**config.mk**
```make
export PLATFORM = sky130hd
export DESIGN_NAME = tlb_inv_seq
export DESIGN_NICKNAME = d
export VERILOG_FILES = /design/src/rtl/tlb_inv_seq_pkg.sv /design/src/rtl/tlb_inv_match.sv /design/src/rtl/tlb_inv_seq.sv
export SDC_FILE = /design/constraint.sdc
export NUM_CORES = 1
export LEC_CHECK = 0
export ABC_AREA = 1
export CAP_MARGIN = 15
export CELL_PAD_IN_SITES_DETAIL_PLACEMENT = 0
export CELL_PAD_IN_SITES_GLOBAL_PLACEMENT = 2
export CORE_MARGIN = 5
export CORE_UTILIZATION = 21
export DETAILED_ROUTE_END_ITERATION = 6
export GPL_ROUTABILITY_DRIVEN = 0
export PLACE_DENSITY_LB_ADDON = 0.1
export SKIP_CTS_REPAIR_TIMING = 1
export SYNTH_ARGS = -nofsm -noshare
export SYNTH_HDL_FRONTEND = slang
export SYNTH_HIERARCHICAL = 1
export SYNTH_SLANG_ARGS = --single-unit
```
**constraint.sdc**
```tcl
create_clock -name clk -period 1.5 [get_ports clk]
set_input_delay 0.3 -clock clk [delete_from_list [all_inputs] [get_ports clk]]
set_output_delay 0.3 -clock clk [all_outputs]
set_load 0.01 [all_outputs]
```
**src/rtl/tlb_inv_seq_pkg.sv**
```systemverilog
// Shared INVTLB op codes, page-size codes and sequencer state encoding.
package tlb_inv_seq_pkg;

    localparam logic [4:0] INV_ALL0    = 5'd0;
    localparam logic [4:0] INV_ALL1    = 5'd1;
    localparam logic [4:0] INV_GLB     = 5'd2;
    localparam logic [4:0] INV_NGLB    = 5'd3;
    localparam logic [4:0] INV_ASID    = 5'd4;
    localparam logic [4:0] INV_ASID_VA = 5'd5;
    localparam logic [4:0] INV_GVA     = 5'd6;

    localparam logic [5:0] TLB_PS_4K = 6'd12;
    localparam logic [5:0] TLB_PS_2M = 6'd21;

    typedef enum logic [1:0] {
        ST_IDLE = 2'd0,
        ST_SCAN = 2'd1,
        ST_DONE = 2'd2
    } inv_state_e;

    function automatic logic op_is_legal(input logic [4:0] op);
        return (op <= INV_GVA);
    endfunction

endpackage

```
**src/rtl/tlb_inv_match.sv**
```systemverilog
// Combinational INVTLB match of one TLB entry against the latched request.
module tlb_inv_match
    import tlb_inv_seq_pkg::*;
(
    input  logic [4:0]  op_i,
    input  logic [9:0]  asid_i,
    input  logic [18:0] va_vpn_i,
    input  logic        g_i,
    input  logic [5:0]  ps_i,
    input  logic [9:0]  e_asid_i,
    input  logic [18:0] e_vppn_i,
    output logic        match_o
);

    logic vmatch_s;
    logic amatch_s;

    assign amatch_s = (e_asid_i == asid_i);

    // Virtual-page compare; a 2M page ignores the low 9 VPPN bits.
    always_comb begin
        vmatch_s = 1'b0;
        case (ps_i)
            TLB_PS_2M: vmatch_s = (e_vppn_i[18:9] == va_vpn_i[18:9]);
            TLB_PS_4K: vmatch_s = (e_vppn_i == va_vpn_i);
            default:   vmatch_s = (e_vppn_i == va_vpn_i);
        endcase
    end

    // Op-specific selection between global, ASID and VA conditions.
    always_comb begin
        match_o = 1'b0;
        case (op_i)
            INV_ALL0, INV_ALL1: match_o = 1'b1;
            INV_GLB:            match_o = g_i;
            INV_NGLB:           match_o = !g_i;
            INV_ASID:           match_o = !g_i && amatch_s;
            INV_ASID_VA:        match_o = !g_i && amatch_s && vmatch_s;
            INV_GVA:            match_o = (g_i || amatch_s) && vmatch_s;
            default:            match_o = 1'b0;
        endcase
    end

endmodule

```
**src/rtl/tlb_inv_seq.sv**
```systemverilog
// Multi-cycle INVTLB sequencer: walks every TLB entry and clears matching E bits.
// Optional TLB_INV_STAT_EN adds the inv_cnt cleared-entry counter output.
module tlb_inv_seq
    import tlb_inv_seq_pkg::*;
#(
    parameter int TLBNUM = 16,
    parameter int IDX_W  = 4
) (
    input  logic             clk,
    input  logic             reset,
    input  logic             req_valid,
    output logic             req_ready,
    input  logic [4:0]       req_op,
    input  logic [9:0]       req_asid,
    input  logic [31:0]      req_va,
    output logic             busy,
    output logic [IDX_W-1:0] r_index,
    input  logic             r_e,
    input  logic             r_g,
    input  logic [5:0]       r_ps,
    input  logic [9:0]       r_asid,
    input  logic [18:0]      r_vppn,
    output logic             clr_we,
    output logic [IDX_W-1:0] clr_index,
    output logic             done,
    output logic             err
`ifdef TLB_INV_STAT_EN
    ,
    output logic [IDX_W:0]   inv_cnt
`endif
);

    inv_state_e       state_q;
    logic [IDX_W-1:0] idx_q;
    logic [4:0]       op_q;
    logic [9:0]       asid_q;
    logic [18:0]      va_vpn_q;
    logic             err_q;
    logic             match_s;
    logic             unused_va_s;

    // Page offset bits never take part in the compare.
    assign unused_va_s = ^req_va[12:0];

    tlb_inv_match u_match (
        .op_i     (op_q),
        .asid_i   (asid_q),
        .va_vpn_i (va_vpn_q),
        .g_i      (r_g),
        .ps_i     (r_ps),
        .e_asid_i (r_asid),
        .e_vppn_i (r_vppn),
        .match_o  (match_s)
    );

    // Request latch, entry walk and completion handshake.
    always_ff @(posedge clk) begin
        if (reset) begin
            state_q  <= ST_IDLE;
            idx_q    <= '0;
            op_q     <= 5'd0;
            asid_q   <= 10'd0;
            va_vpn_q <= 19'd0;
            err_q    <= 1'b0;
        end else begin
            case (state_q)
                ST_IDLE: begin
                    if (req_valid) begin
                        op_q     <= req_op;
                        asid_q   <= req_asid;
                        va_vpn_q <= req_va[31:13];
                        idx_q    <= '0;
                        err_q    <= !op_is_legal(req_op);
                        state_q  <= op_is_legal(req_op) ? ST_SCAN : ST_DONE;
                    end else begin
                        state_q <= ST_IDLE;
                    end
                end
                ST_SCAN: begin
                    if (idx_q == IDX_W'(TLBNUM - 1)) begin
                        state_q <= ST_DONE;
                    end else begin
                        idx_q <= idx_q + IDX_W'(1);
                    end
                end
                ST_DONE: begin
                    idx_q   <= '0;
                    state_q <= ST_IDLE;
                end
                default: begin
                    idx_q   <= '0;
                    state_q <= ST_IDLE;
                end
            endcase
        end
    end

    assign req_ready = (state_q == ST_IDLE);
    assign busy      = (state_q == ST_SCAN);
    assign done      = (state_q == ST_DONE);
    assign err       = (state_q == ST_DONE) && err_q;
    assign r_index   = idx_q;
    assign clr_index = idx_q;
    // Gating with reset makes a mid-scan reset abort before its own edge writes.
    assign clr_we    = busy && r_e && match_s && !reset;

`ifdef TLB_INV_STAT_EN
    logic [IDX_W:0] cnt_q;

    // Counts clears of the current invalidate; held until the next accept.
    always_ff @(posedge clk) begin
        if (reset) begin
            cnt_q <= '0;
        end else if (req_ready && req_valid) begin
            cnt_q <= '0;
        end else if (clr_we) begin
            cnt_q <= cnt_q + (IDX_W + 1)'(1);
        end else begin
            cnt_q <= cnt_q;
        end
    end

    assign inv_cnt = cnt_q;
`endif

endmodule

```
==> flow_metrics.tcl <==
set metrics [dict create \
    dr.pass1.iters 4 \
    cp-end-kind "output pin" \
    grt_pass1_vias 2356 \
    async_flop_share_pct 0 \
    synth.largest_area_cell "dfxtp_1" \
    io_buffer_count 86 \
    num_rows 37 \
    die_y_um 114 \
    synthCells 350 \
    clockBufferDepth 2 \
    insertedDiodeCount 0 \
    ff2ff_setup_slack_ns 0.23 \
    syn_area_um2 2260 \
    drt_iter0_markers 52 \
    power.clock.fraction_pct 27.8 \
    vdd_drop_max_mv 0.297 \
    max_freq_ghz 0.503 \
    yosysWarnings 6 \
    routed_wl_mm 6.56 \
    placedInstanceArea_um2 3390 \
    ys_seq_area_share_pct 36.3 \
    synth.distinct_cells 25 \
    r2r_cells 7 \
    pwr-share-comb_pct 26.3 \
    postRouteAntennaNets 0 \
    max-slew-margin-rel_pct 77.7 \
    drc 0 \
    holdWs_ns 0.464 \
    hpwl_mm 5.07 \
    clk_latency_ns 0.29 \
    drv_slew 0 \
    arrival_ns 1.69 \
    synth_nets 438 \
    setup_tns_ns -0.489 \
    cts.sinks 41 \
    seqPwrFrac_pct 45.9 \
    antenna_found_initial 1 \
    cts_made_buffers 5 \
    hold_end "err_q" \
    maxCapViolCount 0 \
    worstPathMaxFanout 1 \
    avgSynthCellArea_um2 6.46 \
    clock_skew_ns 0.00195 \
    overflow 0 \
    switching_power_uw 764 \
    nets 538 \
    worstSetupPathType "in2out" \
    layout-drive-gt1-share_pct 13.6 \
    clockRootBuffer "clkbuf_8" \
    grt_pass1_wl_mm 10.7 \
    synth_top_cell_area_share_pct 36.3 \
    netlist_top_cells_count "nor2_1, nand2_1, inv_1" \
    synth.area.top_cells "dfxtp_1, nor2_1, nand2_1" \
    placedCellCount 579 \
    fin_crit_sh_pct 133 \
    fin_cells 586 \
    p_per_area_nw_per_um2 754 \
    wire_per_inst_um 11.2 \
    grt_max_degree 35 \
    hp-class "reg2reg" \
    violations "negative setup slack" \
    hold_viol 0 \
    worst_pin_slew_ns 0.335 \
    clk_pin_slew_ns 0.08 \
    area_growth_pct 58.9 \
    holdPathStages 2 \
    die-area_um2 12900 \
    io_pins 100 \
    synth.most_common_cell "nor2_1" \
    rr_startpoint "state_q[1]" \
    rsz0062_at_grt "yes" \
    r2r-end "va_vpn_q[15]" \
    grt.total_usage_pct 10.3 \
    ys.flop_type "dfxtp_1" \
    viasPerCell 3.91 \
    swShare_pct 28.2 \
    final_cell_area_um2 3590 \
    p_leak_uw 0.00190 \
    cp-start-kind "input pin" \
    timing.final.ws_setup_ns -0.489 \
    pre_cts_ws_ns -1.05 \
    critPathRequiredTime_ns 1.20 \
    synth-edff-count 0 \
    min-delay-start "err_q" \
    vias 2291 \
    finalSetupViolations 1 \
    synth-seq-cells 41 \
    initial_core_util_pct 21.7 \
    internal-power_uw 1940 \
    status "finished, violations left" \
    cts_htree_levels 2 \
    fp.dieW_um 114 \
    fin_crit_ns 1.99 \
    cts_tree "built" \
    core_area_um2 10400 \
]
worst max-delay path by stage:
stage	cells after the start	from	slack, ns	endpoint
floorplan	10	op_q[1]	0.02	clr_we
global placement	14	r_asid[4]	-1.05	clr_we
detailed placement	14	r_asid[4]	-1.05	clr_we
CTS	14	r_asid[4]	-1.07	clr_we
global route	9	va_vpn_q[18]	-0.65	clr_we
finish	10	r_vppn[9]	-0.49	clr_we
logic make-up (layout without fill, tap and decap cells):
family	Yosys count	in the layout	synth area share, %
AND/OR/NAND/NOR	188	188	34.6
adder cells (fa/ha/maj)	1	1	0.553
AO/OA/AOI/OAI	43	43	9.52
flip-flops	41	41	36.3
buffers and inverters	62	162	13.2
XOR/XNOR	15	15	5.81
critical path: stages:
cell and delay (ns):
clkdlybuf4s50_1 0.42, xor2_1 0.15, nor2_1 0.11, nand2_1 0.07, nor3_2 0.18, nand3_2 0.10, nand2_2 0.09, nand3_2 0.06
nor2_2 0.08, buf_2 0.13
layout by cell type, fill, tap and decap left out, types with 3 or more instances in the layout:
cell,synthesis,layout
buf_4,5,17
xnor2_1,9,9
clkbuf_8,0,6
xor2_1,6,6
nand4_1,3,3
buf_12,0,4
nand3_1,15,12
nor2_4,3,3
nand2_2,2,5
nor2_2,0,7
dfxtp_1,41,33
nand2_1,64,61
dlymetal6s2s_1,0,30
dfxtp_2,0,8
a21oi_1,8,8
nand3_2,0,3
clkdlybuf4s50_1,0,55
o21ai_1,7,7
inv_2,3,4
o21ai_0,28,28
inv_1,44,43
nor2_1,95,88
registers in the layout, indices dropped and copies added (netlist names):
register   count
va_vpn_q      19
asid_q        10
op_q           5
clr_index      4
state_q        2
err_q          1
area by class of cell:
class / count / area (um2)
fillers: 1178 / 6820
repair buffers: 107 / 1140
clock buffers: 7 / 86.3
multi-input cells: 247 / 1180
inverters: 48 / 185
flip-flops and latches: 41 / 831
well taps: 136 / 170
metrics by stage:
stage          total power [uW]  utilization (%)
6_report                   2710             34.5
5_1_grt                    2920             34.5
4_1_cts                    2790             33.3
3_5_place_dp               1990             32.5
3_3_place_gp               1990             32.5
2_1_floorplan              1620                -
power by group through the flow:
stage                     combinational [uW]  sequential (uW)  clock, uW
after floorplan                          363             1260          0
after global placement                   725             1270          0
after detailed placement                 723             1270          0
after CTS                                726             1240        821
after global routing                     812             1260        850
final                                    712             1240        752
per-layer routing:
layer,track usage (%),wire length (um)
met5,0,12
met2,17.2,3030
met3,3.82,429
met1,12.6,3040
met4,2.40,44
Note: power is estimated with default switching activity, not from simulation.
